## src/rtl/uart_tx_arbiter.sv

```systemverilog
// Round-robin arbiter that lets several requesters share one UART transmitter.
// A grant is held for a whole packet; a baud change is given time to settle before the first byte.
module uart_tx_arbiter #(
  parameter int NUM_REQ     = 4,
  parameter int DATA_W      = 8,
  parameter int SETTLE_CYC  = 4,
  parameter int TIMEOUT_CYC = 1024,
  localparam int ID_W       = (NUM_REQ > 1) ? $clog2(NUM_REQ) : 1
) (
  input  logic                        clk,
  input  logic                        rst,
  input  logic [NUM_REQ-1:0]          req_valid,
  input  logic [NUM_REQ*DATA_W-1:0]   req_data,
  input  logic [NUM_REQ*2-1:0]        req_baud,
  input  logic [NUM_REQ-1:0]          req_last,
  output logic [NUM_REQ-1:0]          req_ready,
  output logic [1:0]                  baud_sel,
  output logic                        tx_start,
  output logic [DATA_W-1:0]           tx_data,
  input  logic                        tx_done,
  output logic                        grant_valid,
  output logic [ID_W-1:0]             grant_id,
  output logic                        lock_timeout
);

  localparam int CNT_MAX = (SETTLE_CYC > TIMEOUT_CYC) ? SETTLE_CYC : TIMEOUT_CYC;
  localparam int CNT_W   = $clog2(CNT_MAX + 1);

  typedef enum logic [2:0] {
    ST_IDLE,
    ST_CONFIG,
    ST_LOAD,
    ST_BUSY,
    ST_HOLD
  } state_t;

  state_t              state_reg, state_next;
  logic [ID_W-1:0]     rr_ptr_reg, rr_ptr_next;
  logic [ID_W-1:0]     grant_id_reg, grant_id_next;
  logic                grant_valid_reg, grant_valid_next;
  logic [1:0]          baud_sel_reg, baud_sel_next;
  logic [DATA_W-1:0]   tx_data_reg, tx_data_next;
  logic                last_reg, last_next;
  logic [CNT_W-1:0]    cnt_reg, cnt_next;
  logic                lock_timeout_reg, lock_timeout_next;

  logic [DATA_W-1:0]   data_arr [NUM_REQ];
  logic [1:0]          baud_arr [NUM_REQ];
  logic                pick_found;
  logic [ID_W-1:0]     pick_id;
  logic                capture;
  logic [ID_W-1:0]     capture_id;

  genvar gi;
  generate
    for (gi = 0; gi < NUM_REQ; gi++) begin : g_req
      assign data_arr[gi]  = req_data[gi*DATA_W +: DATA_W];
      assign baud_arr[gi]  = req_baud[gi*2 +: 2];
      assign req_ready[gi] = (state_reg == ST_LOAD) && (grant_id_reg == ID_W'(gi));
    end
  endgenerate

  function automatic logic [ID_W-1:0] next_id(input logic [ID_W-1:0] id);
    if (int'(id) >= NUM_REQ - 1) return '0;
    return id + ID_W'(1);
  endfunction

  // First valid requester at or after rr_ptr; scanning downward lets the nearest one win.
  always_comb begin : p_pick
    int idx;
    logic [ID_W-1:0] cand;
    pick_found = 1'b0;
    pick_id    = '0;
    idx        = 0;
    cand       = '0;
    for (int k = NUM_REQ - 1; k >= 0; k--) begin
      idx = int'(rr_ptr_reg) + k;
      if (idx >= NUM_REQ) idx = idx - NUM_REQ;
      cand = ID_W'(idx);
      if (req_valid[cand]) begin
        pick_found = 1'b1;
        pick_id    = cand;
      end
    end
  end

  always_comb begin
    state_next        = state_reg;
    rr_ptr_next       = rr_ptr_reg;
    grant_id_next     = grant_id_reg;
    grant_valid_next  = grant_valid_reg;
    baud_sel_next     = baud_sel_reg;
    tx_data_next      = tx_data_reg;
    last_next         = last_reg;
    cnt_next          = cnt_reg;
    lock_timeout_next = 1'b0;
    capture           = 1'b0;
    capture_id        = grant_id_reg;

    case (state_reg)
      ST_IDLE: begin
        if (pick_found) begin
          grant_id_next    = pick_id;
          grant_valid_next = 1'b1;
          if (baud_arr[pick_id] != baud_sel_reg) begin
            state_next    = ST_CONFIG;
            baud_sel_next = baud_arr[pick_id];
            cnt_next      = '0;
          end else begin
            state_next = ST_LOAD;
            capture    = 1'b1;
            capture_id = pick_id;
          end
        end
      end
      ST_CONFIG: begin
        if (cnt_reg >= CNT_W'(SETTLE_CYC - 1)) begin
          state_next = ST_LOAD;
          capture    = 1'b1;
        end else begin
          cnt_next = cnt_reg + CNT_W'(1);
        end
      end
      ST_LOAD: begin
        state_next = ST_BUSY;
      end
      ST_BUSY: begin
        if (tx_done) begin
          if (last_reg) begin
            state_next       = ST_IDLE;
            grant_valid_next = 1'b0;
            rr_ptr_next      = next_id(grant_id_reg);
          end else begin
            state_next = ST_HOLD;
            cnt_next   = '0;
          end
        end
      end
      ST_HOLD: begin
        // The packet keeps the baud of its first byte, so no reconfiguration here.
        if (req_valid[grant_id_reg]) begin
          state_next = ST_LOAD;
          capture    = 1'b1;
        end else if (cnt_reg >= CNT_W'(TIMEOUT_CYC - 1)) begin
          state_next        = ST_IDLE;
          grant_valid_next  = 1'b0;
          rr_ptr_next       = next_id(grant_id_reg);
          lock_timeout_next = 1'b1;
        end else begin
          cnt_next = cnt_reg + CNT_W'(1);
        end
      end
      default: begin
        state_next = ST_IDLE;
      end
    endcase

    // Byte and last flag are captured on the edge entering LOAD so tx_data is valid with tx_start.
    if (capture) begin
      tx_data_next = data_arr[capture_id];
      last_next    = req_last[capture_id];
    end
  end

  always_ff @(posedge clk) begin
    if (rst) begin
      state_reg        <= ST_IDLE;
      rr_ptr_reg       <= '0;
      grant_id_reg     <= '0;
      grant_valid_reg  <= 1'b0;
      baud_sel_reg     <= 2'd0;
      tx_data_reg      <= '0;
      last_reg         <= 1'b0;
      cnt_reg          <= '0;
      lock_timeout_reg <= 1'b0;
    end else begin
      state_reg        <= state_next;
      rr_ptr_reg       <= rr_ptr_next;
      grant_id_reg     <= grant_id_next;
      grant_valid_reg  <= grant_valid_next;
      baud_sel_reg     <= baud_sel_next;
      tx_data_reg      <= tx_data_next;
      last_reg         <= last_next;
      cnt_reg          <= cnt_next;
      lock_timeout_reg <= lock_timeout_next;
    end
  end

  assign tx_start     = (state_reg == ST_LOAD);
  assign tx_data      = tx_data_reg;
  assign baud_sel     = baud_sel_reg;
  assign grant_valid  = grant_valid_reg;
  assign grant_id     = grant_id_reg;
  assign lock_timeout = lock_timeout_reg;

endmodule

```

## config.mk

```make
export PLATFORM = sky130hd
export DESIGN_NAME = uart_tx_arbiter
export DESIGN_NICKNAME = d
export VERILOG_FILES = /design/src/rtl/uart_tx_arbiter.sv
export SDC_FILE = /design/constraint.sdc
export NUM_CORES = 1
export LEC_CHECK = 0
export CAP_MARGIN = 0
export CORE_MARGIN = 1
export CORE_UTILIZATION = 50
export DETAILED_ROUTE_END_ITERATION = 8
export PLACE_DENSITY = 0.87
export SYNTH_ARGS = -nofsm -noshare
export SYNTH_HDL_FRONTEND = slang
export SYNTH_SLANG_ARGS = --single-unit
```

## constraint.sdc

```tcl
create_clock -name clk -period 7.2 [get_ports clk]
set_input_delay 1.44 -clock clk [delete_from_list [all_inputs] [get_ports clk]]
set_output_delay 1.44 -clock clk [all_outputs]
set_load 0.01 [all_outputs]
```

; After elaboration in Yosys (flattened, before gate mapping)
; Index checks and enable logic that the tools add are counted.
; Widths: inputs -> output; s select.
[word_totals]
ff_bits = 31
latch_bits = 0
mem_bits_rw = 0
mem_bits_ro = 0
in_bits = 51
word_cells = 147
memories = 0
[classes]
addsub = 9
multipliers = 0
n_div = 0
n_lt_le_gt_ge = 15
eq_ne = 19
n_shift = 0
mux = 76
bitwise_logic = 3
n_reduce_logical = 16
[op_table]
columns = cell, count
row1 = $mux 11, 7
row2 = $pmux 11 s4, 1
row3 = $mux 2, 21
row4 = $mux 1, 27
row5 = $ne 2x2->1 const B, 10
row6 = $lt 2x3->1 const B, 6
row7 = $mux 3, 6
row8 = $bmux 8 s2, 1
row9 = $mux 8, 2
row10 = $ge 3x3->1 const B, 5
row11 = $pmux 3 s5, 1
row12 = $bmux 1 s2, 6
row13 = $add 11x1->11 const B, 1
row14 = $ge 11x10->1 const B, 1
row15 = $ge 11x2->1 const B, 1
row16 = $reduce_and 8->1, 1
row17 = $sub 2x1->2 const B, 4
row18 = $add 2x2->3 const B, 2
row19 = $eq 3x2->1 const B, 2
row20 = $not 2->3, 2
row21 = $pmux 1 s3, 2
row22 = $reduce_and 6->1, 1
row23 = $reduce_and 5->1, 1
row24 = $bmux 2 s2, 1
row25 = 22 further kinds, 26

; Longest topological paths before layout
[logic_depth]
depth_word = 21
mapped_depth = 11
mapped_depth_nobuf = 10

; Worst setup path after synthesis
; No wires, ideal clock.
[synth_path]
path_type = input port to flip-flop
start = in req_valid[2]
end = reg last_reg
setup_time_ps = 137
arrival_ps = 3914
t_required_ps = 7063
slack_ps = 3149
cell_stages = 11
n_path_buf = 2
cell_sequence = nor2b_2 a211o_1 and3_4 or4_1 and4_4 or4_4 mux2i_1 buf_6 buf_12 mux2i_1 o221ai_1
[synth_via]
elab_chain_cells = 16
elab_cells_between_ends = 32
classes_between = eq/ne (1) / mux (30) / bitwise (1)
[synth_rtl]
columns = item, line_no
row1 = from (decl), 12  ; input logic [NUM_REQ-1:0] req_valid,
row2 = $bmux 1 s2, 80  ; if (req_valid[cand]) begin
row3 = $mux 1 (implied by the code), 80
row4 = $mux 2 (4 in series), 80
row5 = $not 2->3 (implied by the code), 105  ; if (baud_arr[pick_id] != baud_sel_reg) begin
row6 = $bmux 2 s2, 105
row7 = $mux 2 (implied by the code) (2 in series), 105
row8 = $ne 2x2->1, 105
row9 = $mux 2, 105
row10 = $mux 2, 102  ; if (pick_found) begin
row11 = $mux 2, 100  ; case (state_reg)
row12 = $bmux 1 s2, 161  ; last_next = req_last[capture_id];
row13 = $mux 1 (implied by the code), 161
row14 = to (signal assigned), 183  ; last_reg <= last_next;
row15 = to (decl), 43  ; logic last_reg, last_next;
; Parallel ways exist; a longest one is shown, timed or not. The select of a mux whose other input is x is not followed.
; A chain may end at the register's enable or synchronous reset.

; Worst setup path in the final report
[layout_path]
start = in req_valid[1]
end = reg tx_data_reg[2], in the netlist tx_data[2]
[layout_via]
elab_chain_cells = 18
elab_cells_between_ends = 34
classes_between = eq/ne (1) / mux (31) / bitwise (2)
[layout_rtl]
columns = item, line_no
row1 = $bmux 1 s2, 80
row2 = $mux 1 (implied by the code), 80
row3 = $mux 2 (4 in series), 80
row4 = $not 2->3 (implied by the code), 105
row5 = $bmux 2 s2, 105
row6 = $mux 2 (implied by the code) (2 in series), 105
row7 = $ne 2x2->1, 105
row8 = $mux 2, 105
row9 = $mux 2, 102
row10 = $mux 2, 100
row11 = $not 2->3 (implied by the code), 160  ; tx_data_next = data_arr[capture_id];
row12 = $bmux 8 s2, 160
row13 = $mux 8 (implied by the code) (2 in series), 160
row14 = to (signal assigned), 182  ; tx_data_reg <= tx_data_next;
row15 = to (decl), 42  ; logic [DATA_W-1:0] tx_data_reg, tx_data_next;
; Parallel ways exist; a longest one is shown, timed or not. The select of a mux whose other input is x is not followed.

==> metrics.md <==
| Metric | Value |
|---|---|
| RSZ-0062 raised after global routing | no |
| Fraction of synthesized cell area taken by the top area cell type | 29.7% |
| Number of buffers added by the clock tree synthesis step | 5 |
| Syn Nets | 308 |
| Standard-cell row count | 23 |
| Final Instance Count excl. Fillers | 368 |
| Final worst clock skew | 0.00375 ns |
| Residual DRC count | 0 |
| Final slew viol count | 0 |
| DR vias/cell | 6.19 |
| Yosys top cell by area | dfxtp_1 |
| Power density relative to cell area | 272 nW/um^2 |
| Critical Path Start Type | input port |
| Worst setup EP type | flop |
| Total instance count after detailed placement | 360 |
| Worst supply voltage drop on vdd | 0.179 mV |
| Starting density of the core | 52.2% |
| Post-layout minimum cycle time | 4.65 ns |
| Area enclosed by the die boundary | 4440 um^2 |
| Total Nets Final | 373 |
| Min-Delay Path Class | reg -> reg |
| Maximum clock path buffer count | 2 |
| Quantity of gates resized following cts | 0 |
| Number of nets still failing antenna checks after routing | 0 |
| Number of synthesized register bits | 31 |
| Max Fclk | 0.215 GHz |
| Static leakage | 1.16 nW |
| Critical setup path kind | in -> reg |
| Die Height | 66.6 um |
| Number of clock sinks | 31 |
| Global route total overflow | 0 |
| Leading register cell type out of synthesis | dfxtp_1 |
| H-tree lvl count | 2 |
| Final count of hold timing violations | 0 |
| Remaining max-slew budget at the tightest pin | 25.4% |
| Avg Synthesized Cell Area | 8.29 um^2 |
| Max Cap Violations | 0 |
| Sequential element share of the synthesized area | 29.7% |
| Per-cell routed wire length | 15.3 um |
| Setup slack of the critical path after layout | 2.55 ns |
| Max reg flops | 11 |
| X dimension of the die | 66.6 um |
| Fraction of layout instances using a drive strength above 1 | 6.29% |
| Most frequent cell after synthesis | dfxtp_1 |
| Maximum number of pins on one net before global-route repair | 19 |
| Slew @ Worst Pin | 1.11 ns |
| Count of input and output buffers | 69 |
| Worst skew pair latency | 0.28 ns |
| Worst-case hold slack | 0.470 ns |
| Antenna cell count | 0 |
| Clock edge transition at the registers on the reported setup and hold paths | 0.06 ns |
| Area growth syn-to-layout | 38.0% |
| Via count of the first global-routing pass | 2,064 |
| Total Routed Length | 5.64 mm |
| Max FO, Critical Path | 18 |
| Leading post-synthesis cells by cell area | dfxtp_1, mux2i_1, o221ai_1 |
| TritonCTS clock tree | built |
| Final period utilization | 64.5% |
| Async S/R FF share, synth | 0% |
| Post-synthesis cell area | 2090 um^2 |
| Arrival @ worst endpoint | 4.79 ns |
| Number of hold buffers added after CTS | 0 |
| Floorplan Core Area | 4000 um^2 |
| Pre-antenna DRT Iters | 4 |
| Setup Slack @ Placement | 2.27 ns |
| Detailed Route Iter0 Violations | 115 |
| Wire length of the first global-routing pass | 9.11 mm |
| Number of cells produced by synthesis | 252 |
| Setup_tns | 0 ns |
| Count of different cell masters after synthesis | 57 |
| Status | finished clean |
| Antenna violations before repair | 0 |
| Routability congestion estimate | 0.916 |
| Buffers inserted during post-CTS setup optimization | 0 |
| Number of flops mapped to enable cells by yosys | 0 |
| Worst endpoint required time | 7.34 ns |
| Total power after layout | 0.783 mW |
| Top-level I/O count | 70 |
| Top cells by count, synth | dfxtp_1, nand2_1, mux2i_1, nor2_1, a21oi_1 |
| HPWL Detailed | 4.38 mm |
| Setup-failing EPs final | 0 |
| Root Buffer Master | clkbuf_8 |
| Syn. warnings | 0 |
| Count of vias placed by the detailed router | 2,279 |
| Tot GR Track Use | 27.0% |
-- area by class of cell --
| type | instances | area (um^2) |
|---|---|---|
| Multi-Input combinational cell | 199 | 1360 |
| Fill cell | 345 | 1120 |
| Timing Repair Buffer | 70 | 698 |
| Sequential cell | 31 | 621 |
| Clock buffer | 8 | 100 |
| Tap cell | 50 | 62.6 |
| Inverter | 10 | 37.5 |
-- kinds of logic after synthesis --
logic type	after synthesis	share of synthesized area [%]
AND/OR/NAND/NOR	98	24.6
AO/OA/AOI/OAI	69	24.0
flip-flops	31	29.7
multiplexers	23	11.8
buffers and inverters	22	5.15
adder cells (fa/ha/maj)	5	3.00
XOR/XNOR	4	1.68
-- metal layers --
metal | up-vias | track usage [%] | share of wire, %
met5 | - | 0 | 0
met4 | 0 | 9.57 | 1.4
met3 | 10 | 5.99 | 6.7
met2 | 91 | 47.5 | 51
met1 | 1087 | 31.8 | 41
li1 | 1091 | - | -
-- power breakdown --
| group | switching (mW) | internal [mW] | total (mW) |
|---|---|---|---|
| combinational | 0.203 | 0.184 | 0.387 |
| clock | 0.0608 | 0.0871 | 0.148 |
| sequential | 0.0441 | 0.204 | 0.248 |
| total | 0.308 | 0.475 | 0.783 |
-- critical path, stage by stage --
cell and delay [ns]:
clkdlybuf4s50_1 0.59, nor2b_2 0.09, nor2_1 0.14, o221ai_1 0.28, or4_1 0.58, and4_4 0.22
or4_4 0.45, mux2i_2 0.20, buf_4 0.33, mux2i_1 0.30, o221ai_1 0.15
-- placed cells by master, fill, tap and decap left out, types with 2 or more instances in the layout --
| master | instances |
|---|---|
| nor2_1 | 20 |
| a21oi_1 | 16 |
| xnor2_1 | 4 |
| clkdlybuf4s50_1 | 69 |
| dfxtp_1 | 31 |
| or3_1 | 3 |
| a2111oi_0 | 3 |
| inv_1 | 10 |
| a21o_1 | 4 |
| a211oi_1 | 4 |
| o21bai_1 | 2 |
| nand4_1 | 3 |
| and3_1 | 9 |
| nand3b_1 | 2 |
| nor2b_1 | 4 |
| o21ba_2 | 2 |
| a41oi_1 | 2 |
| a211o_1 | 2 |
| nand3_1 | 9 |
| a2bb2oi_1 | 2 |
| o21ai_0 | 4 |
| o31ai_1 | 2 |
| mux2i_1 | 21 |
| or2_2 | 2 |
| ha_1 | 5 |
| o221ai_1 | 10 |
| nor3_1 | 7 |
| nor4_1 | 5 |
| a31oi_1 | 3 |
| or4_1 | 2 |
| clkbuf_8 | 7 |
| nand2b_1 | 2 |
| nand2_1 | 23 |
-- path summary, 6_finish.rpt --
| check | slack [ns] | endpoint | depth (start not counted) | from |
|---|---|---|---|---|
| hold / removal | 0.47 | tx_data[6] | 2 | tx_data[6] |
| hold reg to reg | 0.47 | tx_data[6] | 2 | tx_data[6] |
| setup / recovery | 2.55 | tx_data[2] | 11 | req_valid[1] |
| setup reg to reg | 3.92 | tx_data[2] | 10 | rr_ptr_reg[1] |
-- stage by stage --
step,instance area (um^2),utilization [%]
after global placement,2780,69.6
after global routing,2880,72.1
after CTS,2880,72.1
after detailed placement,2780,69.6
after floorplan,2090,-
final,2880,72.1
No activity file was read; power rests on OpenSTA's default activity.
